**config.mk**
```make
export PLATFORM = sky130hd
export DESIGN_NAME = fp_normalizer_flat
export DESIGN_NICKNAME = d
export VERILOG_FILES = /design/src/rtl/fp_normalizer_pkg.sv /design/src/rtl/fp_normalizer_if.sv /design/src/rtl/fp_normalizer.sv /design/src/flat_wrapper.sv
export SDC_FILE = /design/constraint.sdc
export NUM_CORES = 1
export LEC_CHECK = 0
export ABC_AREA = 0
export BUFFER_PORTS_ARGS = -buffer_cell sky130_fd_sc_hd__clkbuf_2
export CAP_MARGIN = 20
export CORE_MARGIN = 2
export CORE_UTILIZATION = 30
export CTS_CLUSTER_DIAMETER = 200
export CTS_CLUSTER_SIZE = 40
export DETAILED_ROUTE_END_ITERATION = 6
export GPL_TIMING_DRIVEN = 0
export SLEW_MARGIN = 20
export SYNTH_ARGS = -nofsm -noshare
export SYNTH_HDL_FRONTEND = slang
export SYNTH_SLANG_ARGS = --single-unit
```
**constraint.sdc**
```tcl
create_clock -name Clock -period 1.8 [get_ports Clock]
set_input_delay 0.18 -clock Clock [delete_from_list [all_inputs] [get_ports Clock]]
set_output_delay 0.18 -clock Clock [all_outputs]
set_load 0.05 [all_outputs]
```
**src/rtl/fp_normalizer_pkg.sv**
```systemverilog
// fp_normalizer_pkg: shared widths, exponent ceiling and FSM state encoding
package fp_normalizer_pkg;
  localparam int EXP_W = 6;
  localparam int MAN_W = 12;
  localparam int EXP_MAX = (1 << EXP_W) - 1;
  typedef enum logic [1:0] {IDLE, SHIFT, DONE} stateT;
endpackage

```
**src/rtl/fp_normalizer_if.sv**
```systemverilog
// fp_normalizer_if: raw-result input and normalized-result output handshakes
interface fp_normalizer_if #(
  parameter int EXP_W = fp_normalizer_pkg::EXP_W,
  parameter int MAN_W = fp_normalizer_pkg::MAN_W
);
  logic InValid;
  logic InReady;
  logic SignIn;
  logic [EXP_W-1:0] ExponentIn;
  logic [MAN_W-1:0] MantissaIn;
  logic CoutIn;
  logic OutValid;
  logic OutReady;
  logic SignOut;
  logic [EXP_W-1:0] ExponentOut;
  logic [MAN_W-1:0] MantissaOut;
  logic Overflow;
  logic Underflow;
  modport master (
    output InValid, SignIn, ExponentIn, MantissaIn, CoutIn, OutReady,
    input InReady, OutValid, SignOut, ExponentOut, MantissaOut, Overflow, Underflow
  );
  modport slave (
    input InValid, SignIn, ExponentIn, MantissaIn, CoutIn, OutReady,
    output InReady, OutValid, SignOut, ExponentOut, MantissaOut, Overflow, Underflow
  );
endinterface

```
**src/rtl/fp_normalizer.sv**
```systemverilog
// fp_normalizer: iterative post-add normalizer, one left shift per cycle
module fp_normalizer #(
  parameter int EXP_W = fp_normalizer_pkg::EXP_W,
  parameter int MAN_W = fp_normalizer_pkg::MAN_W
) (
  input logic Clock,
  input logic Reset,
  fp_normalizer_if.slave bus
);
  import fp_normalizer_pkg::*;
  localparam logic [EXP_W-1:0] ExpTop = '1;
  stateT state, stateNext;
  logic sign, signNext;
  logic [EXP_W-1:0] exponent, exponentNext;
  logic [MAN_W-1:0] mantissa, mantissaNext, shifted;
  logic overflow, overflowNext, underflow, underflowNext;
  assign shifted = {mantissa[MAN_W-2:0], 1'b0};
  // Next state and next result: classify on accept, then shift until the MSB lands or the exponent runs out
  always_comb begin
    stateNext = state;
    signNext = sign;
    exponentNext = exponent;
    mantissaNext = mantissa;
    overflowNext = overflow;
    underflowNext = underflow;
    case (state)
      IDLE: if (bus.InValid) begin
        stateNext = DONE;
        signNext = bus.SignIn;
        exponentNext = bus.ExponentIn;
        mantissaNext = bus.MantissaIn;
        overflowNext = 1'b0;
        underflowNext = 1'b0;
        if (bus.CoutIn) begin
          if (bus.ExponentIn == ExpTop) begin
            mantissaNext = '1;
            overflowNext = 1'b1;
          end else begin
            exponentNext = bus.ExponentIn + 1'b1;
            mantissaNext = {1'b1, bus.MantissaIn[MAN_W-1:1]};
          end
        end else if (bus.MantissaIn == '0) begin
          signNext = 1'b0;
          exponentNext = '0;
        end else if (!bus.MantissaIn[MAN_W-1]) begin
          stateNext = SHIFT;
        end
      end
      SHIFT: if (exponent <= EXP_W'(1)) begin
        stateNext = DONE;
        signNext = 1'b0;
        exponentNext = '0;
        mantissaNext = '0;
        underflowNext = 1'b1;
      end else begin
        exponentNext = exponent - 1'b1;
        mantissaNext = shifted;
        stateNext = shifted[MAN_W-1] ? DONE : SHIFT;
      end
      DONE: stateNext = bus.OutReady ? IDLE : DONE;
      default: stateNext = IDLE;
    endcase
  end
  // State and result registers; reset clears everything and aborts any work in flight
  always_ff @(posedge Clock) begin
    if (Reset) begin
      state <= IDLE;
      sign <= 1'b0;
      exponent <= '0;
      mantissa <= '0;
      overflow <= 1'b0;
      underflow <= 1'b0;
    end else begin
      state <= stateNext;
      sign <= signNext;
      exponent <= exponentNext;
      mantissa <= mantissaNext;
      overflow <= overflowNext;
      underflow <= underflowNext;
    end
  end
  assign bus.InReady = state == IDLE;
  assign bus.OutValid = state == DONE;
  assign bus.SignOut = sign;
  assign bus.ExponentOut = exponent;
  assign bus.MantissaOut = mantissa;
  assign bus.Overflow = overflow;
  assign bus.Underflow = underflow;
endmodule

```
**src/flat_wrapper.sv**
```systemverilog
// flat-port wrapper written by rule: the top's interface ports become plain ports
module fp_normalizer_flat import fp_normalizer_pkg::*;
#(
  parameter int EXP_W = fp_normalizer_pkg::EXP_W,
  parameter int MAN_W = fp_normalizer_pkg::MAN_W
)
  (Clock, Reset, bus_InValid, bus_SignIn, bus_ExponentIn, bus_MantissaIn, bus_CoutIn, bus_OutReady, bus_InReady, bus_OutValid, bus_SignOut, bus_ExponentOut, bus_MantissaOut, bus_Overflow, bus_Underflow);
  fp_normalizer_if #(.EXP_W(EXP_W), .MAN_W(MAN_W)) bus_i ();
  input logic Clock;
  input logic Reset;
  input wire logic [$bits(bus_i.InValid)-1:0] bus_InValid;
  input wire logic [$bits(bus_i.SignIn)-1:0] bus_SignIn;
  input wire logic [$bits(bus_i.ExponentIn)-1:0] bus_ExponentIn;
  input wire logic [$bits(bus_i.MantissaIn)-1:0] bus_MantissaIn;
  input wire logic [$bits(bus_i.CoutIn)-1:0] bus_CoutIn;
  input wire logic [$bits(bus_i.OutReady)-1:0] bus_OutReady;
  output wire logic [$bits(bus_i.InReady)-1:0] bus_InReady;
  output wire logic [$bits(bus_i.OutValid)-1:0] bus_OutValid;
  output wire logic [$bits(bus_i.SignOut)-1:0] bus_SignOut;
  output wire logic [$bits(bus_i.ExponentOut)-1:0] bus_ExponentOut;
  output wire logic [$bits(bus_i.MantissaOut)-1:0] bus_MantissaOut;
  output wire logic [$bits(bus_i.Overflow)-1:0] bus_Overflow;
  output wire logic [$bits(bus_i.Underflow)-1:0] bus_Underflow;
  assign bus_i.InValid = bus_InValid;
  assign bus_i.SignIn = bus_SignIn;
  assign bus_i.ExponentIn = bus_ExponentIn;
  assign bus_i.MantissaIn = bus_MantissaIn;
  assign bus_i.CoutIn = bus_CoutIn;
  assign bus_i.OutReady = bus_OutReady;
  assign bus_InReady = bus_i.InReady;
  assign bus_OutValid = bus_i.OutValid;
  assign bus_SignOut = bus_i.SignOut;
  assign bus_ExponentOut = bus_i.ExponentOut;
  assign bus_MantissaOut = bus_i.MantissaOut;
  assign bus_Overflow = bus_i.Overflow;
  assign bus_Underflow = bus_i.Underflow;
  fp_normalizer #(.EXP_W(EXP_W), .MAN_W(MAN_W)) u_core (.Clock(Clock), .Reset(Reset), .bus(bus_i));
endmodule
```
[Word level (Yosys, flattened, before mapping)]
Index checks and enable logic that the tools add are counted.
W data, S select, Z words.
Storage, ports and cells
  register bits: 23
  memories kept: 0
  output and inout bits: 23
  bits of input ports: 24
  word-level logic and storage cells: 49
  bits in read-only memories: 0
  bits in writable memories: 0
  latch bits: 0
Cells by class
  $add $sub $neg: 2
  bitwise logic cells: 0
  multipliers: 0
  div/mod/pow operators: 0
  reductions and logical operators: 6
  magnitude comparators: 1
  shift operators: 0
  muxes and demuxes: 29
  eq/ne operators: 5
Operator list (number)
  $mux W12: 3
  $mux W6: 5
  $pmux W12 S2: 1
  $mux W2: 7
  $logic_not A12 Y1: 1
  $pmux W6 S2: 1
  $mux W11: 1
  $mux W1: 8
  $add A6 B1 Y6 const B: 1
  $eq A6 B6 Y1 const B: 1
  $le A6 B1 Y1 const B: 1
  $pmux W2 S3: 1
  $sub A6 B1 Y6 const B: 1
  $pmux W1 S2: 2
  $reduce_and A2 Y1: 2
  $reduce_and A3 Y1: 1
  $eq A2 B1 Y1 const B: 1
  $eq A2 B2 Y1 const B: 1
  $logic_not A2 Y1: 1
  $ne A2 B1 Y1 const B: 1
  $ne A2 B2 Y1 const B: 1
  $reduce_bool A2 Y1: 1

[Logic depth before layout (Yosys ltp)]
  depth after elaboration: 5
  depth in mapped cells: 7
  depth with buffers taken out: 6

[Least setup slack after synthesis]
No wires, ideal clock.
  path type: reg-to-reg
  start point: reg u_core.exponent[0] (netlist: u_core.bus.ExponentOut[0])
  end point: reg u_core.mantissa[10] (netlist: u_core.bus.MantissaOut[10])
  setup time: 86 ps
  arrival: 1810 ps
  data required time: 1714 ps
  clock period less this slack: 1896 ps
  path buffers: 1
  slack: -96 ps
  stages on the path, launching flop included: 8
  path through: dfxtp_1 -> inv_1 -> ha_1 -> nor2_1 -> o31a_4 -> buf_6 -> a21oi_1 -> a211oi_1
Between the ends
  word-level cells in the longest chain between the ends: 3
Ends and longest elaborated chain
  from (decl): RTL line fp_normalizer.sv:14  | logic [EXP_W-1:0] exponent, exponentNext;
  from (signal assigned): RTL line fp_normalizer.sv:76  | exponent <= exponentNext;
  $le A6 B1 Y1: RTL line fp_normalizer.sv:49  | SHIFT: if (exponent <= EXP_W'(1)) begin
  $mux W12: RTL line fp_normalizer.sv:49
  $pmux W12 S2: RTL line fp_normalizer.sv:26  | case (state)
  to (signal assigned): RTL line fp_normalizer.sv:77  | mantissa <= mantissaNext;
  to (decl): RTL line fp_normalizer.sv:15  | logic [MAN_W-1:0] mantissa, mantissaNext, shifted;
No other way between the ends.
A chain may end at the register's enable or synchronous reset.

[Worst setup path after layout]
  start point: reg u_core.exponent[2] (netlist: u_core.bus.ExponentOut[2])
  end point: reg u_core.exponent[2] (netlist: u_core.bus.ExponentOut[2])
Between the ends
  word-level cells in the longest chain between the ends: 3
  elaborated cells on any way between the ends: 4
  those cells by class: add/sub: 1; order compare: 1; mux: 2
Ends and longest elaborated chain (RTL line)
  $sub A6 B1 Y6 or $le A6 B1 Y1 (tied branches): fp_normalizer.sv:56, fp_normalizer.sv:49
  $mux W6 *: fp_normalizer.sv:49
  $pmux W6 S2 *: fp_normalizer.sv:26
Every way passes the cells marked *; elsewhere a longest branch is shown, timed or not.

==> impl_metrics.tcl <==
set metrics [dict create \
    status "finished, final reports clean" \
    synth_cells 194 \
    setup_violations 0 \
    grt_pass1_vias 1516 \
    synth_area_leaders "dfxtp_1, nor2_1, a21oi_1" \
    worstHoldEndpoint "u_core.bus.SignOut" \
    initial_core_util_pct 31.0 \
    crit_buf_inv 0 \
    grt_use_total_pct 16.6 \
    r2r_cells 4 \
    insertion_delay_ns 0.27 \
    yosysUniqueCellTypes 43 \
    numClockSinks 23 \
    hp-class "in -> reg" \
    arrival_ns 1.85 \
    ys.flop_type "dfxtp_1" \
    synth_area_leader_cell "dfxtp_1" \
    reg2reg_from "u_core.bus.ExponentOut[2]" \
    clkTransAtPathRegs_ns 0.09 \
    antenna_found_initial 0 \
    final_cell_mix "clkbuf_2, nor2_1, a21oi_1" \
    power_density_nw_per_um2 842 \
    synth.ff_latch_count 23 \
    wirelength_mm 4.24 \
    ys_seq_area_share_pct 31.5 \
    cp_top_family "compound AO/OA/AOI/OAI gates" \
    num_antenna_cells 0 \
    setup_tns_ns 0 \
    drv_cap 0 \
    worst_setup_path_end_kind "register" \
    crit_type "reg -> reg" \
    numPortBuffers 46 \
    seq_area_um2 464 \
    slowest_delay_ns 0.41 \
    nFillCells 525 \
    cts_tree "built" \
    gr-total-overflow 0 \
    die_x_um 73.8 \
    power_mw 1.54 \
    slew_headroom_pct 66.4 \
    fp.dieH_um 73.8 \
    yosys_warnings 0 \
    num_rows 25 \
    clock.fmax_mhz 586 \
    wl_per_cell_um 13.6 \
    ant_nets 0 \
    num_vias 1639 \
    r2r_end "u_core.bus.ExponentOut[2]" \
    avgSynthCellArea_um2 7.54 \
    die_area_um2 5450 \
    cts-buffers-inserted 3 \
    place.gp.congestion 0.825 \
    detailed_place_hpwl_mm 3.25 \
    firstDrtPassIters 4 \
    ir_worst_vdd_v 0.000345 \
    rrSetupSlack_ns 0.09 \
    grt_pass1_wl_mm 7.06 \
    power.leakage_nw 0.782 \
    drcViolationCount 0 \
    period_minus_slack_ns 1.71 \
    finalCritPeriodShare_pct 94.8 \
    start_kind "register" \
    drt_iter0_drc 87 \
    clock_skew_ns 0.00883 \
    io_pins 47 \
    clockRootBuffer "clkbuf_8" \
    min_path_cells 3 \
    grt_setup_unrepaired "no" \
    syn_nets 221 \
    synth-edff-count 0 \
    clockBufferDepth 2 \
    viasPerCell 5.27 \
    coreArea_um2 4720 \
    path_max_fanout 8 \
    cts_hold_buf 0 \
    htree_levels 1 \
    final_common_cell "clkbuf_2" \
    area_growth_pct 25.4 \
    multi_input_area_um2 930 \
    drive_above_1_share_pct 29.1 \
    min-delay-start "bus_SignIn" \
    worstMarginPinSlew_ns 0.501 \
    synth_top_area_share_pct 31.5 \
    drv_slew 0 \
    grt_max_degree 14 \
    async_flop_share_pct 0 \
    critPathSlowestCell "or3_4" \
    path_cells "or3_4 > o31a_4 > a221oi_1 > nor3_1" \
    nets 272 \
    required_ns 1.95 \
    synth_area_um2 1460 \
    hold_viol_final 0 \
]
==> worst min-delay path, stage by stage <==
cell	delay (ns)
clkbuf_2	0.08
nand2_1	0.05
a21oi_1	0.05
==> how the worst max path moves through the flow <==
| stage | from | end | slack [ns] | cells past startpoint |
|---|---|---|---|---|
| floorplan | u_core.bus.ExponentOut[3] | u_core.bus.MantissaOut[3] | 0.01 | 5 |
| global placement | u_core.state[0] | u_core.bus.MantissaOut[8] | 0.1 | 5 |
| detailed placement | u_core.state[0] | u_core.bus.MantissaOut[8] | 0.04 | 5 |
| CTS | u_core.state[0] | u_core.bus.MantissaOut[8] | 0.03 | 5 |
| global route | u_core.state[0] | u_core.bus.MantissaOut[11] | 0.01 | 6 |
| finish | u_core.bus.ExponentOut[2] | u_core.bus.ExponentOut[2] | 0.09 | 4 |
==> state kept, by name, summed over array words and instances, names as in the netlist <==
signal                  flops
u_core.bus.SignOut          1
u_core.bus.Underflow        1
u_core.state                2
u_core.bus.MantissaOut     12
u_core.bus.Overflow         1
u_core.bus.ExponentOut      6
==> metrics by stage <==
stage                     setup WS (ns)  hold WS, ns  util (%)  std cells  cell area (µm²)
after floorplan                  0.0135        0.251         -        194             1470
after CTS                        0.0295        0.128      38.7        311             1830
after detailed placement         0.0390        0.421      37.7        307             1780
final                            0.0942        0.127      38.8        311             1830
after global routing             0.0121        0.141      38.8        311             1830
after global placement           0.0988        0.418      37.7        307             1780
==> cells by family (layout without fill, tap and decap cells) <==
kind of cell               Yosys count  in the layout  share of synthesized area [%]
adders and majority gates            3              3                           2.57
xor gates and xnor gates             3              3                           1.80
and+or+nand+nor                     77             77                           24.6
buffers and inverters               17             67                           5.30
DFF                                 23             23                           31.5
AOI/OAI and AO/OA                   70             70                           33.5
muxes                                1              1                          0.770
==> repair_timing <==
item	in CTS	in global routing
endpoints found under the hold margin	0	0
endpoints found under the setup margin	0	13
buffers inserted	0	0
resized for setup	0	6
==> layout make-up <==
class / instances / area share [%]
Buffer: 12 / 3.34
Clock buffer: 3 / 2.25
Clock inverter: 1 / 0.273
Inverter: 5 / 1.02
Multi-Input combinational cell: 154 / 50.7
Sequential cell: 23 / 25.3
Tap cell: 67 / 4.57
Timing Repair Buffer: 46 / 12.6
==> Yosys cell counts, drive strengths merged, types with 2 or more instances <==
library cell  instances
nor2                 44
dfxtp                23
a21oi                21
a211oi               12
o31ai                11
clkbuf                7
nor3                  6
o21ai                 6
buf                   5
inv                   5
nand2                 5
nand3                 5
nor4                  4
a221oi                3
ha                    3
o211ai                3
xor2                  3
a41oi                 2
nand2b                2
nor2b                 2
o211a                 2
o31a                  2
o32a                  2
or2                   2
==> routing by layer <==
| metal | GRT usage (%) | wire length [µm] | vias to the layer above |
|---|---|---|---|
| li1 | - | - | 823 |
| met1 | 22.5 | 2050 | 757 |
| met2 | 26.7 | 1890 | 56 |
| met3 | 2.88 | 274 | 3 |
| met4 | 5.45 | 32 | 0 |
| met5 | 0 | 0 | - |
==> power by group <==
group / switching (mW) / internal [mW] / total [mW] / leakage [nW]
Clock: 0.180 / 0.155 / 0.335 / 0.0255
Combinational: 0.413 / 0.185 / 0.598 / 0.565
Sequential: 0.0491 / 0.562 / 0.611 / 0.191
Total: 0.641 / 0.902 / 1.54 / 0.782
Power figures use the tool's default switching activity.
